===== src/rtl/uart_receiver.sv =====
// rtl/uart_receiver.sv - UART receiver: start/data/stop framing, mid-bit sampling, framing-error detect
module uart_receiver #(
  parameter int MESSAGE_SIZE = 8,
  parameter int CLKS_PER_BIT = 2604
) (
  input  logic                    clk,
  input  logic                    rst,
  input  logic                    RxD,
  output logic [MESSAGE_SIZE-1:0] data,
  output logic                    data_valid,
  output logic                    frame_error,
  output logic                    busy
);

  localparam int HALF = CLKS_PER_BIT / 2;
  localparam int CW   = $clog2(CLKS_PER_BIT);
  localparam int BW   = $clog2(MESSAGE_SIZE + 1);

  localparam logic [CW-1:0] HALF_M1  = CW'(HALF - 1);
  localparam logic [CW-1:0] BIT_M1   = CW'(CLKS_PER_BIT - 1);
  localparam logic [BW-1:0] LAST_BIT = BW'(MESSAGE_SIZE - 1);

  typedef enum logic [2:0] {
    S_IDLE,
    S_START,
    S_DATA,
    S_STOP,
    S_WAIT_HIGH
  } state_t;

  state_t                  r_state;
  state_t                  w_state_next;
  logic                    r_sync1;
  logic                    r_sync2;
  logic [CW-1:0]           r_cnt;
  logic [BW-1:0]           r_bit_idx;
  logic [MESSAGE_SIZE-1:0] r_shift;
  logic [MESSAGE_SIZE-1:0] r_data;
  logic                    r_data_valid;
  logic                    r_frame_error;
  logic                    r_busy;

  logic w_rx_s;
  logic w_start_done;
  logic w_bit_done;
  logic w_cnt_clr;
  logic w_bit_clr;
  logic w_shift_en;
  logic w_load;
  logic w_ferr;

  assign w_rx_s       = r_sync2;
  assign w_start_done = (r_cnt == HALF_M1);
  assign w_bit_done   = (r_cnt == BIT_M1);

  assign data        = r_data;
  assign data_valid  = r_data_valid;
  assign frame_error = r_frame_error;
  assign busy        = r_busy;

  // Two-flop synchronizer for the asynchronous serial line; idles high
  always_ff @(posedge clk or posedge rst) begin
    if (rst) begin
      r_sync1 <= 1'b1;
      r_sync2 <= 1'b1;
    end else begin
      r_sync1 <= RxD;
      r_sync2 <= r_sync1;
    end
  end

  // State register
  always_ff @(posedge clk or posedge rst) begin
    if (rst) begin
      r_state <= S_IDLE;
    end else begin
      r_state <= w_state_next;
    end
  end

  // Next-state logic: mid-start-bit check rejects glitches, WAIT_HIGH swallows a break
  always_comb begin
    w_state_next = r_state;
    case (r_state)
      S_IDLE: begin
        if (!w_rx_s) w_state_next = S_START;
      end
      S_START: begin
        if (w_start_done) w_state_next = w_rx_s ? S_IDLE : S_DATA;
      end
      S_DATA: begin
        if (w_bit_done && (r_bit_idx == LAST_BIT)) w_state_next = S_STOP;
      end
      S_STOP: begin
        if (w_bit_done) w_state_next = w_rx_s ? S_IDLE : S_WAIT_HIGH;
      end
      S_WAIT_HIGH: begin
        if (w_rx_s) w_state_next = S_IDLE;
      end
      default: w_state_next = S_IDLE;
    endcase
  end

  // Output/control decode: counter clears, sample strobes, stop-bit verdict
  always_comb begin
    w_cnt_clr  = 1'b0;
    w_bit_clr  = 1'b0;
    w_shift_en = 1'b0;
    w_load     = 1'b0;
    w_ferr     = 1'b0;
    case (r_state)
      S_IDLE: begin
        w_cnt_clr = 1'b1;
      end
      S_START: begin
        w_cnt_clr = w_start_done;
        w_bit_clr = w_start_done;
      end
      S_DATA: begin
        w_cnt_clr  = w_bit_done;
        w_shift_en = w_bit_done;
      end
      S_STOP: begin
        w_cnt_clr = w_bit_done;
        w_load    = w_bit_done & w_rx_s;
        w_ferr    = w_bit_done & ~w_rx_s;
      end
      S_WAIT_HIGH: begin
        w_cnt_clr = 1'b1;
      end
      default: begin
        w_cnt_clr = 1'b1;
      end
    endcase
  end

  // Baud counter and bit index; start decision restarts timing at mid start bit
  always_ff @(posedge clk or posedge rst) begin
    if (rst) begin
      r_cnt     <= '0;
      r_bit_idx <= '0;
    end else begin
      r_cnt <= w_cnt_clr ? '0 : r_cnt + CW'(1);
      if (w_bit_clr) begin
        r_bit_idx <= '0;
      end else if (w_shift_en) begin
        r_bit_idx <= r_bit_idx + BW'(1);
      end
    end
  end

  // Right-shifting receive register: the first (LSB) bit ends up at bit 0
  always_ff @(posedge clk or posedge rst) begin
    if (rst) begin
      r_shift <= '0;
    end else if (w_shift_en) begin
      r_shift <= {w_rx_s, r_shift[MESSAGE_SIZE-1:1]};
    end
  end

  // Registered outputs: data only changes on a good stop bit; pulses are mutually exclusive
  always_ff @(posedge clk or posedge rst) begin
    if (rst) begin
      r_data        <= '0;
      r_data_valid  <= 1'b0;
      r_frame_error <= 1'b0;
      r_busy        <= 1'b0;
    end else begin
      if (w_load) r_data <= r_shift;
      r_data_valid  <= w_load;
      r_frame_error <= w_ferr;
      r_busy        <= (r_state != S_IDLE);
    end
  end

endmodule

===== config.mk =====
export PLATFORM = sky130hd
export DESIGN_NAME = uart_receiver
export DESIGN_NICKNAME = d
export VERILOG_FILES = /design/src/rtl/uart_receiver.sv
export SDC_FILE = /design/constraint.sdc
export NUM_CORES = 1
export LEC_CHECK = 0
export ABC_CLOCK_PERIOD_IN_PS = 2300
export BUFFER_PORTS_ARGS = -buffer_cell sky130_fd_sc_hd__buf_2
export CAP_MARGIN = 15
export CORE_AREA = 2 2 69 54
export DETAILED_ROUTE_END_ITERATION = 10
export DIE_AREA = 0 0 71 56
export PLACE_DENSITY = 0.73
export REMOVE_ABC_BUFFERS = 1
export SYNTH_ARGS = -nofsm -noshare
export SYNTH_HDL_FRONTEND = slang
export SYNTH_SLANG_ARGS = --single-unit

===== constraint.sdc =====
create_clock -name clk -period 2.3 [get_ports clk]
set_clock_uncertainty 0.05 [all_clocks]
set_input_delay 0.46 -clock clk [delete_from_list [all_inputs] [get_ports clk]]
set_output_delay 0.46 -clock clk [all_outputs]
set_load 0.05 [all_outputs]

==> metrics, run 1 <==
crit path DAT=2.05 ns; Die ar.=between 3000 and 4000 µm²; crit end category=register; total clock sinks=40; port bufs=13; placed insts=200; post-synthesis sequential area ratio=0.541; final total power=between 0.001 and 0.0015 W; fin. max-slew vios=0; Required @ worst endpoint=2.48 ns; # hold bufs at CTS=0; HP Class=primary input to asynchronous set/reset pin; status=completed; max_slew headroom=0.642; reg2reg start=r_cnt[0]; Core Area=between 3000 and 4000 µm²; Final period util=0.816; largest family of logic cells by synthesized area=simple AND/OR/NAND/NOR gates; Final Hold Viols=0; H-tree levels=2; Synth Area in XOR/XNOR=0.0472; Sw Share=0.193; leak pwr=between 1 and 1.5 nW; CP cell instances=ha_1, and4bb_2, nand4_1, buf_4, or3_1, nand2_1; CP max stage cell=dfrtp_1; Max Fanout on Critical Path=12; cts repair resizes=0; commonest non-fill, non-tap cell in the layout=dfrtp_1; most frequent cells in the layout=dfrtp_1 (38), nor2_1 (17), mux2_2 (16); drc violations=0; fin crit period=between 1.5 and 2 ns; gr usage total=0.163; top cell type's share of synthesized area=0.512; Post-Synth Adder-Cell Area=0.0202; CP Class=register to register; Post-Syn Area=roughly 1900 µm²; vias in the first global route=1155; non-filler cells, final=around 210; Syn Area/Cell=12.4 µm²; gr ovfl total=0; post-detail-place hpwl=2070 µm; RSZ-0062 raised after global routing=no; Synth Register Bits=40; M2 GR Usage=0.244; final net count=between 150 and 200; Worst Max-Slew Pin Slew=roughly 0.54 ns; FP Rows=18; Synth Area in Compound Gates=0.0587; ratio of cells with drive above 1 in the final layout=0.310; max cap viols=0; Die Y=roughly 56 µm; P&R area growth vs syn=10.6%; diodes inserted=0; Int Pwr=approximately 0.0010 W; starting density of the core=0.568; CTS root buf=clkbuf_8; DRT Pass-1 Iters=4; PD cells=622 nW/µm²; Distinct cells, synth=37; Peak supply drop=roughly 380 µV; CTS tree=built; Post-CTS Setup Inserts=0; Worst Setup SP=r_cnt[0]; Via Count=1193; Detail Route Antenna Nets=0; Critical Path Max Stage Delay=roughly 0.43 ns; clk buf depth=2; global-route wire length before repair=a little over 5000 µm; CP Launch Type=register; filler cell count=approximately 250; post-synthesis simple-gate area fraction=0.196; drt via density=~5.7; Num CTS Buffers=5; Finished Core Util=0.628; Reg clk slew, reported paths=around 0.07 ns; antenna violations before repair=0; Yosys top cell by area=dfrtp_1; Max Freq=around 0.53 GHz; wire per inst=roughly 14 µm; Synth area leaders=dfrtp_1 (51%), mux2_2 (9.7%), xor2_1 (4.2%); M1 GR Usage=0.230; IO Count=14; count of final setup violators=0; Sequential Power Share=0.555; Post-Syn Instances=150; gr busiest metal=met2; TNS Setup=0 ns; P_sw=0.000246 W; Logic pwr share=0.014; multiplexer share of the synthesized area=0.102; Clock Latency Late Sink=0.28 ns; pin count of the biggest net entering global routing=41; met3 usage=0.0507; drt total wl=approximately 3000 µm; initial DRC count=52; clock share of power=0.432; Synthesis Warnings=0; GP Congestion=roughly 0.9; die span in x=71 µm
==> per-stage QoR <==
stage | worst slack, ns | cell area [µm²] | hold slack [ns]
3_3_place_gp | 0.497 | 1940 | 0.297
6_report | 0.424 | 2050 | 0.218
3_5_place_dp | 0.457 | 1940 | 0.297
5_1_grt | 0.270 | 2050 | 0.202
4_1_cts | 0.410 | 2050 | 0.210
2_1_floorplan | 0.389 | 1810 | 0.295
==> synth_stat cells <==
master / count
nor3b_4: 1
and4_1: 2
nor2_1: 17
and4b_1: 1
nand3_4: 2
and3_4: 1
a2111oi_0: 1
and4_2: 1
xor2_1: 9
a21oi_1: 3
dfstp_2: 2
and4bb_2: 2
and4bb_4: 1
nor3_1: 1
o21ai_0: 4
a211oi_1: 1
mux2_2: 16
nor2b_1: 1
nand4_1: 3
buf_6: 2
or3b_1: 1
dfrtp_1: 38
a41oi_1: 2
inv_1: 5
a41o_1: 1
xnor2_1: 1
mux2i_1: 1
buf_4: 3
nor3b_1: 2
nor3b_2: 1
a31oi_2: 1
or3_1: 5
a211o_1: 1
a21oi_2: 1
nand3_1: 8
nand2_1: 5
ha_1: 3
==> power by group through the flow <==
stage / Clock (W) / Sequential (W) / Combinational, W
after floorplan: 0 / 0.000721 / 0.0000120
after global placement: 0 / 0.000722 / 0.0000179
after detailed placement: 0 / 0.000722 / 0.0000186
after CTS: 0.000568 / 0.000708 / 0.0000186
after global routing: 0.000601 / 0.000708 / 0.0000210
final: 0.000551 / 0.000708 / 0.0000173
==> worst paths after layout <==
| check | endpoint | slack, ns | cells past startpoint |
|---|---|---|---|
| worst min register to register | r_sync2 | 0.31 | 0 |
| min in group clk | r_sync1 | 0.22 | 1 |
| worst max-delay path | r_bit_idx[3] | 0.42 | 6 |
| worst min-delay path | r_cnt[1] | 0.22 | 3 |
| worst max register to register | r_bit_idx[3] | 0.42 | 6 |
| max in group asynchronous | r_sync1 | 1.63 | 3 |
==> critical path, delay by kind of cell (launching register included) <==
kind,cells,cell delay (ns)
simple gates,4,0.88
flops,1,0.43
fa+ha+maj,1,0.25
buf+inv,1,0.21
==> area by class of cell <==
class / count / area (µm²) / share of cell area
multi-input cells: 100 / 788 / 0.384
well taps: 40 / 50.0 / 0.0244
repair buffers: 15 / 80.1 / 0.0390
clock inverters: 3 / 42.5 / 0.0207
clock buffers: 5 / 68.8 / 0.0335
inverters: 5 / 18.8 / 0.00915
flip-flops and latches: 40 / 1000 / 0.489
==> sequential cells by signal, summed over array words and instances, names as in the netlist <==
signal	flops
r_cnt	12
data	8
r_shift	8
r_bit_idx	4
r_state	3
busy	1
data_valid	1
frame_error	1
r_sync1	1
r_sync2	1
==> routing by layer <==
| layer | wire (µm) | part of all wire |
|---|---|---|
| met1 | 1520 | 0.50 |
| met2 | 1330 | 0.44 |
| met3 | 142 | 0.047 |
| met4 | 13 | 0.0043 |
| met5 | 0 | 0 |
==> logic make-up after synthesis <==
logic type | after synthesis
AO/OA/AOI/OAI | 15
XOR/XNOR | 10
adder cells (fa/ha/maj) | 3
buffers and inverters | 10
flip-flops | 40
multiplexers | 17
AND/OR/NAND/NOR | 55
(Power assumes the default switching activity.)
==> run 2: changes to the inputs <==
Settings changed: ABC_CLOCK_PERIOD_IN_PS 2300 to 1700, CORE_AREA 2 2 69 54 to 2 2 72 57, DIE_AREA 0 0 71 56 to 0 0 74 59, PLACE_DENSITY 0.73 to 0.69.
Clock period 2.3 ns to 1.7 ns, I/O delays scaled along.
==> metrics, run 2 (same netlist as run 1, synthesis figures left out) <==
global-route wire length before repair=5780 µm (+12%); Crit path depth=5 (-1); RSZ-0062 raised after global routing=yes; CP Launch Type=register; diodes inserted=0 (unchanged); final net count=193 (+12%); Reg clk slew, reported paths=0.07 ns (about the same); antenna violations before repair=0 (unchanged); H-tree levels=2 (unchanged); CTS root buf=clkbuf_8; CP delay by family, top=flip-flops; Biggest register=r_cnt; CTS tree=built; drt total wl=3670 µm (+22%); CP Class=register to register; Final Hold Viols=0 (unchanged); fin. max-slew vios=0 (unchanged); starting density of the core=0.517 (-0.0513); DRT Pass-1 Iters=4 (unchanged); Worst Setup SP=r_cnt[1]; Via Count=1305 (+9.4%); Die ar.=4370 µm² (+9.8%); Detail Route Antenna Nets=0 (unchanged); Max Fanout on Critical Path=6 (-6); fin crit period=1.70 ns (-0.178 ns); wire per inst=15.3 µm (+5.7%); Peak supply drop=554 µV (+47%); Die Y=59 µm (+5.4%); max_slew headroom=0.669 (+0.0276); Worst Setup EP=r_shift[4]; CP max stage cell=dfrtp_1; ratio of cells with drive above 1 in the final layout=0.394 (+0.0841); pin count of the biggest net entering global routing=41 (unchanged); register area=1000 µm² (unchanged); commonest non-fill, non-tap cell in the layout=dfrtp_1; clk buf depth=2 (unchanged); CP cell instances=ha_2, and4bb_2, nand4_1, buf_4, mux2_2; max cap viols=0 (unchanged); crit end category=register; final total power=0.00163 W (+28%); vias in the first global route=1270 (+10%); initial DRC count=76 (+46%); Required @ worst endpoint=1.83 ns (-0.65 ns); Final period util=0.999 (+0.183); Num CTS Buffers=5 (unchanged); GP Congestion=0.946 (+4.8%); filler cell count=285 (+16%); Clock Latency Late Sink=0.29 ns (about the same); IO Count=14 (unchanged); crit path DAT=1.83 ns (-0.22 ns); gr usage total=0.178 (+0.0147); FP Rows=19 (+1); most frequent cells in the layout=dfrtp_1 (38), buf_4 (19), nor2_1 (17); setup ws final=0.00146 ns (-0.422 ns); HP Class=primary input to register; PD cells=728 nW/µm² (+17%); leak pwr=1.10 nW (+9.2%); drt via density=5.44 (-5.2%); worst reg2reg path depth=5 (-1); pre-CTS WS=0.00797 ns (-0.449 ns); Worst Max-Slew Pin Slew=0.496 ns (-0.0414 ns); max FFs per register=12 (unchanged); reg2reg start=r_cnt[1]; worst path bufs/invs=1 (unchanged); gr ovfl total=0 (unchanged); count of final setup violators=0 (unchanged); Critical Path Max Stage Delay=0.42 ns (about the same); Core Area=3590 µm² (+9.9%); flop2flop setup slack=0.001 ns (-0.42 ns); drc violations=0 (unchanged); die span in x=74 µm (+4.2%); post-detail-place hpwl=2480 µm (+20%); total clock sinks=40 (unchanged); P&R area growth vs syn=20.9%; port bufs=13 (unchanged); Multi-input gate area=833 µm² (+5.7%); status=completed; Max Freq=0.589 GHz (+10%); reg2reg end=r_shift[4]
## run 2: where the power goes
| group | internal (W) | switching, W | leakage [nW] |
|---|---|---|---|
| registers | 0.000955 | 0.00000423 | 0.532 |
| clock network | 0.000324 | 0.000325 | 0.0510 |
| logic | 0.00000531 | 0.0000201 | 0.514 |
| total | 0.00128 | 0.000349 | 1.10 |
## run 2: how the worst min path moves through the flow
stage	cells after the start	endpoint	start	slack, ns
floorplan	0	r_sync1	RxD	0.29
global placement	0	r_sync2	r_sync1	0.30
detailed placement	0	r_sync2	r_sync1	0.30
CTS	1	r_sync1	RxD	0.09
global route	1	r_sync1	RxD	0.08
finish	1	r_sync1	RxD	0.09
## run 2: worst register-to-register path: cells and delay by family (launching register included)
family / cells / cell delay (ns)
adders and majority gates: 1 / 0.20
buffers and inverters: 1 / 0.19
DFF: 1 / 0.42
muxes: 1 / 0.34
and+or+nand+nor: 2 / 0.39
## run 2: repair_timing
action,CTS,global route
gates resized for setup,1,10
gates cloned,0,2
endpoints found under the setup margin,2,25
pin swaps,0,6
hold endpoints to repair,0,0
setup buffers,1,2
hold buffers,0,0
## run 2: area by class of cell
type                       count  share of cell area
inverter                       5             0.00837
clock inverter                 2             0.00446
sequential                    40               0.447
multi-input combinational    101               0.371
tap                           52              0.0290
timing repair buffer          34               0.103
clock buffer                   6              0.0368
## run 2: through the flow
step / hold slack [ns] / std cells / setup TNS [ns] / cell area (µm²) / util
floorplan: 0.294 / 145 / -1.30 / 1810 / -
global placement: 0.296 / 227 / 0 / 2070 / 0.576
detailed placement: 0.301 / 227 / 0 / 2070 / 0.576
CTS: 0.0872 / 236 / 0 / 2170 / 0.604
global route: 0.0802 / 240 / -0.692 / 2240 / 0.625
finish: 0.0904 / 240 / 0 / 2240 / 0.625
## run 2: routing by layer
| layer | vias to the layer above | global-route usage | wire [µm] |
|---|---|---|---|
| met5 | - | 0 | 0 |
| met4 | 0 | 0.0649 | 74 |
| met3 | 9 | 0.0476 | 142 |
| met2 | 34 | 0.270 | 1640 |
| met1 | 647 | 0.247 | 1810 |
| li1 | 615 | - | - |
==> run 3: changes to the inputs <==
Settings changed: ABC_AREA set to 1, CORE_AREA 2 2 72 57 to 2 2 74 59, DIE_AREA 0 0 74 59 to 0 0 76 61, PLACE_DENSITY 0.69 to 0.72.
==> metrics, run 3 <==
total clock sinks=40 (unchanged); PD cells=765 nW/µm² (+5.0%); antenna violations before repair=0 (unchanged); Die Y=61 µm (+3.4%); Max Fanout on Critical Path=5 (-1); Reg clk slew, reported paths=0.08 ns (about the same); Synth area leaders=dfrtp_1 (48%), nand2_1 (11%), nand3_1 (5.8%); Post-Syn Instances=238 (+59%); Core Area=3880 µm² (+8.1%); final net count=271 (+40%); fin crit period=1.54 ns (-0.154 ns); HP Class=primary input to register; CTS root buf=clkbuf_8; Sequential Power Share=0.539 (-0.048); port bufs=13 (unchanged); worst path bufs/invs=1 (unchanged); Post-Syn Area=1990 µm² (+7.1%); diodes inserted=0 (unchanged); Max Freq=0.647 GHz (+10%); commonest non-fill, non-tap cell in the layout=nand2_1; number of synthesized flops with an enable pin=0 (unchanged); Required @ worst endpoint=1.88 ns (+0.05 ns); Synthesis Warnings=0 (unchanged); routed wl met3=171 µm (+20%); Most used DFF post-synth=dfrtp_1; drt via density=4.91 (-9.7%); Synth top cells by count=nand2_1 (56), dfrtp_1 (38), nor2_1 (30), inv_1 (29), nand3_1 (23); gr ovfl total=0 (unchanged); setup ws final=0.156 ns (+0.154 ns); drt total wl=3670 µm (about the same); Distinct cells, synth=24 (-35%); Worst Max-Slew Pin Slew=0.435 ns (-0.0604 ns); Synth Register Bits=40 (unchanged); RSZ-0062 raised after global routing=yes; CP max stage cell=dfrtp_1; crit end category=register; Critical Path Max Stage Delay=0.42 ns (about the same); final total power=0.00177 W (+8.6%); Final period util=0.908 (-0.0907); placed standard-cell area=2160 µm² (+4.3%); Peak supply drop=450 µV (-19%); clk buf depth=2 (unchanged); CP cell instances=ha_1, nand2_1, nor2_1, nand3_1, nand2_1, nand2_2, clkinvlp_4, nor2_1; Num CTS Buffers=5 (unchanged); Detail Route Antenna Nets=0 (unchanged); fin area=2320 µm² (+3.4%); ys async rst share=1.00 (unchanged); Via Count=1576 (+21%); Logic pwr share=0.016 (about the same); drc violations=0 (unchanged); pre-CTS WS=0.0920 ns (+0.0840 ns); CTS tree=built; P&R area growth vs syn=16.8%; Biggest register=r_cnt; fin. max-slew vios=0 (unchanged); Clock Latency Late Sink=0.30 ns (about the same); FP Rows=20 (+1); TNS Setup=0 ns (unchanged); Finished Core Util=0.598 (-0.0269); clock share of power=0.445 (+0.048); count of final setup violators=0 (unchanged); Yosys top cell by area=dfrtp_1; GP Congestion=0.882 (-6.8%); global-route wire length before repair=6090 µm (+5.4%); Die ar.=4640 µm² (+6.2%); CP Class=register to register; IO Count=14 (unchanged); top cell type's share of synthesized area=0.479 (-0.0339); Routed met2 length=1520 µm (-6.8%); starting density of the core=0.512 (-0.00465); Routed met1 length=1910 µm (+5.4%); vias in the first global route=1304 (+2.7%); P_sw=0.000370 W (+6.0%); Syn Area/Cell=8.35 µm² (-33%); most frequent cells in the layout=nand2_1 (55), dfrtp_1 (38), nor2_1 (30); max cap viols=0 (unchanged); ratio of cells with drive above 1 in the final layout=0.203 (-0.191); highest routed layer=met4; max_slew headroom=0.709 (+0.0400); Int Pwr=0.00140 W (+9.3%); most common cell in the netlist=nand2_1; die span in x=76 µm (+2.7%); max FFs per register=12 (unchanged); gr usage total=0.171 (-0.00694); pin count of the biggest net entering global routing=17 (-59%); status=completed; H-tree levels=2 (unchanged); Sw Share=0.209 (-0.00512); leak pwr=1.13 nW (+2.9%); post-detail-place hpwl=2660 µm (+7.4%); initial DRC count=101 (+33%); Final Hold Viols=0 (unchanged); DRT Pass-1 Iters=5 (+1); crit path DAT=1.72 ns (-0.11 ns); CP Launch Type=register; wire per inst=11.4 µm (-25%); CP delay by family, top=simple AND/OR/NAND/NOR gates; post-synthesis sequential area ratio=0.505 (-0.0358)
==> run 3: metrics by stage <==
| stage | hold WS, ns | cells |
|---|---|---|
| 2_1_floorplan | 0.294 | 233 |
| 3_3_place_gp | 0.297 | 310 |
| 3_5_place_dp | 0.297 | 310 |
| 4_1_cts | 0.0836 | 319 |
| 5_1_grt | 0.0660 | 321 |
| 6_report | 0.0911 | 321 |
==> run 3: area by class of cell <==
class,instances,area (µm²)
Timing Repair Buffer,24,163
Tap cell,55,68.8
Sequential cell,40,1000
Clock inverter,3,46.3
Multi-Input combinational cell,160,836
Clock buffer,5,68.8
Inverter,33,126
Timing Repair inverter,1,7.51
Fill cell,345,1560
==> run 3: final timing paths <==
| kind | from | endpoint | slack, ns | cells after the start |
|---|---|---|---|---|
| max | r_cnt[0] | r_cnt[1] | 0.16 | 8 |
| min in group asynchronous | rst | r_state[1] | 0.52 | 3 |
| min reg2reg | r_sync1 | r_sync2 | 0.31 | 0 |
| min | RxD | r_sync1 | 0.09 | 1 |
| max in group asynchronous | rst | r_cnt[1] | 0.51 | 4 |
| max reg2reg | r_cnt[0] | r_cnt[1] | 0.16 | 8 |
==> run 3: metal layers <==
layer / vias to the layer above / GRT usage
met2: 32 / 0.237
met4: 0 / 0.0727
met5: - / 0
met1: 731 / 0.255
li1: 805 / -
met3: 8 / 0.0446
==> run 3: cell families after synthesis <==
| kind of cell | Yosys count | share of synthesized area |
|---|---|---|
| compound gates | 21 | 0.0680 |
| simple gates | 128 | 0.295 |
| xor+xnor | 8 | 0.0353 |
| buf+inv | 38 | 0.0781 |
| flops | 40 | 0.505 |
| fa+ha+maj | 3 | 0.0189 |
==> run 3: power by group through the flow <==
stage	logic, W	clock network, W	registers [W]
global placement	0.0000277	0	0.000976
finish	0.0000281	0.000789	0.000957
detailed placement	0.0000279	0	0.000976
floorplan	0.0000163	0	0.000975
CTS	0.0000298	0.000807	0.000957
global route	0.0000335	0.000854	0.000958
==> run 3: what timing repair did <==
item                                   CTS  global route
gates resized for setup                  0             3
setup endpoints to repair                0            16
hold buffers                             1             0
endpoints found under the hold margin    8             0
buffers inserted                         0             1
